===== src/rtl/sap_ctrl_pkg.sv =====
// Shared definitions for the SAP controller-sequencer: opcodes, control bit map,
// per-opcode instruction length and the microcode ROM expressed as a function.
// No ports; imported by sap_ring_counter and sap_controller.
package sap_ctrl_pkg;

  localparam int CW_W  = 16;  // control word width
  localparam int T_W   = 3;   // T-state counter width
  localparam int T_MAX = 4;   // highest legal T-state (T4)

  localparam logic [3:0] OP_NOP = 4'h0;
  localparam logic [3:0] OP_LDA = 4'h1;
  localparam logic [3:0] OP_ADD = 4'h2;
  localparam logic [3:0] OP_SUB = 4'h3;
  localparam logic [3:0] OP_STA = 4'h4;
  localparam logic [3:0] OP_LDI = 4'h5;
  localparam logic [3:0] OP_JMP = 4'h6;
  localparam logic [3:0] OP_JC  = 4'h7;
  localparam logic [3:0] OP_JZ  = 4'h8;
  localparam logic [3:0] OP_OUT = 4'hE;
  localparam logic [3:0] OP_HLT = 4'hF;

  localparam int CW_EP  = 0;
  localparam int CW_CP  = 1;
  localparam int CW_J   = 2;
  localparam int CW_MI  = 3;
  localparam int CW_RO  = 4;
  localparam int CW_RI  = 5;
  localparam int CW_II  = 6;
  localparam int CW_IO  = 7;
  localparam int CW_AIN = 8;
  localparam int CW_ALI = 9;   // load operand nibble into A[3:0]
  localparam int CW_AO  = 10;
  localparam int CW_BI  = 11;
  localparam int CW_EU  = 12;
  localparam int CW_SU  = 13;
  localparam int CW_FI  = 14;
  localparam int CW_OI  = 15;

  // Number of T-states (T0..) the instruction occupies. Undefined opcodes act as NOP.
  function automatic logic [T_W-1:0] op_len(input logic [3:0] op);
    case (op)
      OP_LDA, OP_STA:                                   op_len = 3'd4;
      OP_ADD, OP_SUB:                                   op_len = 3'd5;
      OP_LDI, OP_JMP, OP_JC, OP_JZ, OP_OUT, OP_HLT:     op_len = 3'd3;
      default:                                          op_len = 3'd2;
    endcase
  endfunction

  // Control word for a given opcode/T-state. Flags only matter in T2 (conditional jumps).
  function automatic logic [CW_W-1:0] ucode(input logic [3:0]     op,
                                            input logic [T_W-1:0] t,
                                            input logic           fc,
                                            input logic           fz);
    logic [CW_W-1:0] w;
    w = '0;
    case (t)
      3'd0: begin
        w[CW_EP] = 1'b1; w[CW_MI] = 1'b1;
      end
      3'd1: begin
        w[CW_RO] = 1'b1; w[CW_II] = 1'b1; w[CW_CP] = 1'b1;
      end
      3'd2: begin
        case (op)
          OP_LDA, OP_ADD, OP_SUB, OP_STA: begin
            w[CW_IO] = 1'b1; w[CW_MI] = 1'b1;
          end
          OP_LDI: begin
            w[CW_IO] = 1'b1; w[CW_ALI] = 1'b1;
          end
          OP_JMP: begin
            w[CW_IO] = 1'b1; w[CW_J] = 1'b1;
          end
          OP_JC: begin
            w[CW_IO] = fc; w[CW_J] = fc;
          end
          OP_JZ: begin
            w[CW_IO] = fz; w[CW_J] = fz;
          end
          OP_OUT: begin
            w[CW_AO] = 1'b1; w[CW_OI] = 1'b1;
          end
          default: w = '0;
        endcase
      end
      3'd3: begin
        case (op)
          OP_LDA: begin
            w[CW_RO] = 1'b1; w[CW_AIN] = 1'b1;
          end
          OP_ADD, OP_SUB: begin
            w[CW_RO] = 1'b1; w[CW_BI] = 1'b1;
          end
          OP_STA: begin
            w[CW_AO] = 1'b1; w[CW_RI] = 1'b1;
          end
          default: w = '0;
        endcase
      end
      3'd4: begin
        if (op == OP_ADD || op == OP_SUB) begin
          w[CW_EU]  = 1'b1; w[CW_AIN] = 1'b1; w[CW_FI] = 1'b1;
          w[CW_SU]  = (op == OP_SUB);
        end
      end
      default: w = '0;
    endcase
    return w;
  endfunction

endpackage


===== src/rtl/sap_ring_counter.sv =====
// T-state counter: synchronous clear, count enable, and a guard that returns
// any illegal value (above T_MAX) to T0 on the next edge.
// Ports: clk, clr (sync clear, highest priority), en (advance), count (current T-state).
module sap_ring_counter
  import sap_ctrl_pkg::*;
(
  input  logic           clk,
  input  logic           clr,
  input  logic           en,
  output logic [T_W-1:0] count
);

  always_ff @(posedge clk) begin
    if (clr) begin
      count <= '0;
    end else if (count > T_W'(T_MAX)) begin
      // Unreachable in normal operation; recover regardless of en.
      count <= '0;
    end else if (en) begin
      count <= count + T_W'(1);
    end
  end

endmodule


===== src/rtl/sap_controller.sv =====
// SAP controller-sequencer: T-state sequencing, microcode decode, halt and run gating.
// Ports: clk, rst (sync, active high), run, opcode, flag_c, flag_z in;
//        ctrl (16-bit control word), tstate, instr_done, halted out.
module sap_controller
  import sap_ctrl_pkg::*;
(
  input  logic            clk,
  input  logic            rst,
  input  logic            run,
  input  logic [3:0]      opcode,
  input  logic            flag_c,
  input  logic            flag_z,
  output logic [CW_W-1:0] ctrl,
  output logic [T_W-1:0]  tstate,
  output logic            instr_done,
  output logic            halted
);

  logic adv;        // sequencer is allowed to act this cycle
  logic last;       // current T-state is the final one for this opcode
  logic hlt_stop;   // HLT reaching its final state: latch halt, freeze tstate
  logic cnt_clr;
  logic cnt_en;

  always_comb begin
    adv      = run & ~halted;
    last     = (tstate == (op_len(opcode) - T_W'(1)));
    hlt_stop = adv & last & (opcode == OP_HLT);
    // HLT must not wrap to T0: tstate stays at 2 while halted.
    cnt_clr  = rst | (adv & last & ~hlt_stop);
    cnt_en   = adv & ~hlt_stop;
  end

  sap_ring_counter u_ring (
    .clk   (clk),
    .clr   (cnt_clr),
    .en    (cnt_en),
    .count (tstate)
  );

  always_ff @(posedge clk) begin
    if (rst) begin
      halted <= 1'b0;
    end else if (hlt_stop) begin
      halted <= 1'b1;
    end
  end

  // Gating with run keeps a paused T-state from repeating Cp or register loads.
  always_comb begin
    ctrl       = '0;
    instr_done = 1'b0;
    if (adv) begin
      ctrl       = ucode(opcode, tstate, flag_c, flag_z);
      instr_done = last;
    end
  end

endmodule


===== config.mk =====
export PLATFORM = sky130hd
export DESIGN_NAME = sap_controller
export DESIGN_NICKNAME = d
export VERILOG_FILES = /design/src/rtl/sap_ctrl_pkg.sv /design/src/rtl/sap_ring_counter.sv /design/src/rtl/sap_controller.sv
export SDC_FILE = /design/constraint.sdc
export NUM_CORES = 1
export LEC_CHECK = 0
export ABC_AREA = 0
export CAP_MARGIN = 20
export CORE_MARGIN = 4
export CORE_UTILIZATION = 35
export DETAILED_ROUTE_END_ITERATION = 10
export MAX_ROUTING_LAYER = met4
export PLACE_DENSITY_LB_ADDON = 0.2
export SLEW_MARGIN = 20
export SYNTH_ARGS = -nofsm -noshare
export SYNTH_HDL_FRONTEND = slang
export SYNTH_HIERARCHICAL = 1
export SYNTH_SLANG_ARGS = --single-unit

===== constraint.sdc =====
create_clock -name clk -period 4.08 [get_ports clk]
set_clock_uncertainty 0.05 [all_clocks]
set_input_delay 1.02 -clock clk [delete_from_list [all_inputs] [get_ports clk]]
set_output_delay 1.02 -clock clk [all_outputs]
set_load 0.01 [all_outputs]

# --- After elaboration in Yosys (flattened, before gate mapping) ---
# Memories as Yosys holds them, arrays and structs flattened.
# Cells that the tools add are included.
word_totals:
  ff_bits: 4
  mem_bits_ro: 48
  out_inout_bits: 21
  mem_count: 1
mem_list:
  columns: ["name", "words", "width", "rd", "rd_clocked_by_memory_dff", "wr", "line", "rtl"]
  rows:
  - ["(no name shown)", 16, 3, 1, 0, 0, "sap_ctrl_pkg.sv:41", "case (op)"]
classes:
  addsub: 2
  magnitude_cmp: 1
  eq_ne: 15
  mux: 24
  bitwise_logic: 8
  reduce_logical: 7
op_table:
  columns: ["cell", "count"]
  rows:
  - ["== test 4 x 3 -> 1 bit, second input constant", 4]
  - ["2-to-1 mux 16 bit", 1]
  - ["2-to-1 mux 1 bit", 15]
  - ["== test 4 bit, second input constant", 3]
  - ["== test 4 x 2 -> 1 bit, second input constant", 2]
  - ["== test 3 x 2 -> 1 bit, second input constant", 2]
  - ["2-to-1 mux 3 bit", 2]
  - ["one-hot mux 1 bit (2 select lines)", 3]
  - ["one-hot mux 1 bit (3 select lines)", 2]
  - ["one-hot mux 3 bit (2 select lines)", 1]
  - ["OR reduction 6 bit", 1]
  - ["bitwise AND 1 bit", 5]
  - ["== test 4 x 1 -> 1 bit, second input constant", 1]
  - ["OR reduction 2 bit", 2]
  - ["OR reduction 4 bit", 1]
  - ["adder 3 x 1 -> 3 bit, second input constant", 1]
  - ["== test 3 x 1 -> 1 bit, second input constant", 1]
  - ["== test 3 bit", 1]
  - ["== test 3 bit, second input constant", 1]
  - ["greater-than comparator 3 bit, second input constant", 1]
  - ["zero test 3 bit", 1]
  - ["OR reduction 3 bit", 1]
  - ["subtractor 3 x 1 -> 3 bit, second input constant", 1]
  - ["inverter 1 bit", 2]
  - ["other kinds (2)", 2]

# --- Depth between registers and ports, before layout ---
# An unclocked memory read counts as a cell.
depth:
  ltp_word: 9
  ltp_mapped: 12

# --- Hierarchy ---
# The synthesis kept the hierarchy.
modules_own_cells:
  columns: ["module", "instances", "cells_each", "area_per_inst_um2", "seq_area_each_um2"]
  rows:
  - ["sap_controller", 1, 73, 486.7, 20.0]
  - ["sap_ring_counter", 1, 17, 153.9, 60.1]

# --- Worst setup path after synthesis ---
# Ideal clock, no wire load.
synth_timing:
  kind: "input to output"
  startpoint: "input port opcode[2]"
  endpoint: "output port instr_done"
  arrival_ns: 2.591
  required_ns: 3.010
  slack_ns: 0.419
  stages: 9
  cell_sequence: "buf_6 -> or3_4 -> nand3_2 -> inv_1 -> ha_1 -> xor2_1 -> nand3_1 -> mux2i_1 -> nor2b_1"
synth_between:
  elab_chain_cells: 4
synth_lines:
  columns: ["element", "line", "rtl"]
  rows:
  - ["start: declaration", "sap_controller.sv:10", "input logic [3:0] opcode,"]
  - ["memory (16 x 3 bit)", null, null]
  - ["subtractor 3 x 1 -> 3 bit", "sap_controller.sv:27", "last = (tstate == (op_len(opcode) - T_W'(1)));"]
  - ["== test 3 bit", "sap_controller.sv:27", null]
  - ["2-to-1 mux 1 bit", "sap_controller.sv:53", "if (adv) begin"]
  - ["end: declaration", "sap_controller.sv:15", "output logic instr_done,"]
# No other way between the ends.

# --- Worst setup path after layout ---
layout_timing:
  startpoint: "input port run"
  endpoint: "output port ctrl[10]"
layout_between:
  elab_chain_cells: 2
layout_lines:
  columns: ["element", "line", "rtl"]
  rows:
  - ["start: declaration", "sap_controller.sv:9", "input logic run,"]
  - ["bitwise AND 1 bit", "sap_controller.sv:26", "adv = run & ~halted;"]
  - ["2-to-1 mux 16 bit", "sap_controller.sv:53", null]
  - ["end: declaration", "sap_controller.sv:13", "output logic [CW_W-1:0] ctrl,"]
# No other way between the ends.

==> results.toml <==
[timing]
maxClockFrequency_ghz = 0.253
hold_viol_final = 0
worst-slew-pin-transition_ps = 460
slew_headroom_pct = 69.3
finalMaxSlewViolations = 0
whs_ps = 466
setup_violations = 0
fin_crit_sh_pct = 96.9
layout_min_cycle_time_ps = 3950

[power_and_ir_drop]
pwr-share-comb_pct = 51.7
switching_power_w = 0.0000710
switching_share_pct = 34.9
peakVddDrop_mv = 0.185
pwr-share-seq_pct = 25.5
pwr-share-clk_pct = 22.7
p_int_w = 0.000132
p_leak_nw = 0.457
p_per_area_nw_per_um2 = 190

[setup_path]
criticalPathCategory = "in2out"
reg2regPathDepth = 8
arrival_ps = 2880
crit_fanout = 4
r2r-end = "u_ring/count[2]"
required_ps = 3010
r2r_slack_ps = 2070
rr_startpoint = "u_ring/count[1]"
end_kind = "output pin"
start_kind = "input port"

[cells_and_area]
final_cells = 154
layout-drive-gt1-share_pct = 21.7
layout.nets = 143
diodes = 0
area_delta_synth_final_pct = 66.8

[logic_synthesis]
yosysUniqueCellTypes = 38
ys_ff_latch = 4
synth_area_um2 = 641
ys_seq_area_share_pct = 12.5
syn-instance-count = 90
syn-num-nets = 102
yosys_warnings = 6
syn_area_per_cell_um2 = 7.12

[clock_network]
clock_latency_ps = 230
cts_buffers = 3
clkTransAtPathRegs_ps = 30
hold_buffers = 0
cts.sinks = 4
ctsLongestPathBuffers = 2
cts_root_buf = "clkbuf_4"
cts_tree = "built"
htreeDepth = 1

[floorplan]
rows = 15
pin_count = 30
initial_core_util_pct = 37.1
dieArea_um2 = 2580
dieWidth_um = 50.8
core_area_um2 = 1730
die_h_um = 50.8

[min_path]
hold_class = "reg2reg"
hold_start = "halted"
whs_path_depth = 2
min_to = "halted"

[global_route]
grt_overflow = 0
grt_antenna_before_repair = 0
grt_pass1_wl_mm = 3.22
track_usage_pct = 16.4
grt_max_degree = 14
first_global_vias = 730

[place]
gp_congestion = 0.822
io_buffers = 29
hpwl_mm = 1.43
dp.cells = 150

[routing]
avgViaCountPerCell = 4.82
vias = 743
drt_pass1_iterations = 4
drt.antenna.violating_nets = 0
wire_per_inst_um = 11.8
drt-total-wl_mm = 1.82
drc = 0
drtIter0Drc = 6

[job]
drv_cap = 0

[status]
outcome = "finished clean"
cells in the mapped netlist:
| cell type | count | area (um2) |
|---|---|---|
| a21o_1 | 2 | 15.0 |
| nor3b_1 | 2 | 15.0 |
| mux2i_1 | 2 | 20.0 |
| and2_1 | 2 | 12.5 |
| o21ai_1 | 1 | 5.00 |
| buf_4 | 2 | 15.0 |
| or3_4 | 1 | 11.3 |
| a221oi_4 | 1 | 26.3 |
| buf_6 | 1 | 11.3 |
| buf_2 | 3 | 15.0 |
| nand4_1 | 1 | 6.26 |
| clkbuf_1 | 1 | 3.75 |
| xor2_1 | 3 | 26.3 |
| nand3b_1 | 2 | 15.0 |
| a21oi_1 | 4 | 20.0 |
| nor4b_1 | 1 | 8.76 |
| nor4b_2 | 1 | 15.0 |
| a2111oi_0 | 1 | 8.76 |
| xnor2_1 | 2 | 17.5 |
| nor4_1 | 5 | 31.3 |
| nand2b_1 | 1 | 6.26 |
| a21oi_2 | 1 | 8.76 |
| dfxtp_1 | 4 | 80.1 |
| nand3_2 | 1 | 10.0 |
| o21ai_0 | 1 | 5.00 |
| and3_1 | 3 | 18.8 |
| or2_0 | 1 | 6.26 |
| a2bb2oi_1 | 1 | 8.76 |
| nand3_1 | 3 | 15.0 |
| o31ai_1 | 2 | 15.0 |
| clkbuf_2 | 1 | 5.00 |
| nor2b_1 | 3 | 18.8 |
| ha_1 | 3 | 37.5 |
| a31oi_1 | 1 | 6.26 |
| inv_1 | 8 | 30.0 |
| nand2_1 | 9 | 33.8 |
| nor3_1 | 2 | 10.0 |
| nor2_1 | 7 | 26.3 |
critical path, cell delays in order:
cell	delay, ps
clkdlybuf4s50_1	500
nor3b_2	170
buf_4	130
nand3b_1	140
a2bb2oi_1	190
nor3b_1	170
clkdlybuf4s50_1	560
worst max-delay path by stage:
stage,to,start
final,ctrl[10],run
after global routing,ctrl[3],opcode[1]
after CTS,instr_done,opcode[2]
after detailed placement,instr_done,opcode[2]
after global placement,instr_done,opcode[2]
after floorplan,instr_done,opcode[2]
cell usage in the layout, fill, tap and decap left out, types with 3 or more instances in the layout:
cell,netlist,routed
nor4_1,5,5
buf_4,2,15
dlygate4sd2_1,0,4
and3_1,3,3
nor2b_1,3,3
nor2_1,7,7
dfxtp_1,4,4
inv_1,8,8
clkbuf_4,0,3
nand3_1,3,3
a21oi_1,4,4
clkdlybuf4s50_1,0,24
nand2_1,9,9
routing by layer:
layer	share of wire [%]	GRT usage, %
met1	43	18.3
met2	51	28.9
met3	5.9	3.56
met4	0	5.38
met5	0	-
what timing repair did:
| action | 4_1_cts | 5_1_grt |
|---|---|---|
| pin swaps | 1 | 0 |
| gates resized for setup | 9 | 4 |
| setup endpoints to repair | 2 | 7 |
| buffers inserted | 1 | 0 |
| cloned | 0 | 0 |
area by class of cell:
class / count / area [um2]
fill: 187 / 658
multi-input combinational: 70 / 512
timing repair buffer: 44 / 393
sequential: 4 / 80.1
tap: 25 / 31.3
inverter: 8 / 30.0
clock buffer: 3 / 22.5
power groups by stage:
stage	logic [W]	registers, W	clock network (W)
floorplan	0.0000594	0.0000473	0
global placement	0.0000988	0.0000516	0
detailed placement	0.000101	0.0000514	0
CTS	0.000104	0.0000515	0.0000492
global route	0.000116	0.0000533	0.0000520
finish	0.000105	0.0000519	0.0000462
cells by family after synthesis:
family          share of synthesized area (%)
compound gates                           18.6
fa+ha+maj                                5.86
mux                                      3.13
simple gates                             40.6
buf+inv                                  12.5
xor+xnor                                 6.84
flops                                    12.5
flip-flops by register name, summed over array words and instances (netlist names):
name          count
halted            1
u_ring/count      3
per-stage QoR:
stage | total power, W | TNS (ps) | util (%) | cell area [um2] | setup slack, ps
2_1_floorplan | 0.000107 | 0 | - | 641 | 419
6_report | 0.000203 | 0 | 61.9 | 1070 | 128
3_3_place_gp | 0.000150 | -602 | 58.9 | 1020 | -444
4_1_cts | 0.000204 | 0 | 60.9 | 1050 | 32.7
3_5_place_dp | 0.000152 | -713 | 58.9 | 1020 | -510
5_1_grt | 0.000221 | -1.27 | 61.9 | 1070 | -1.27
No activity file was read; power rests on OpenSTA's default activity.
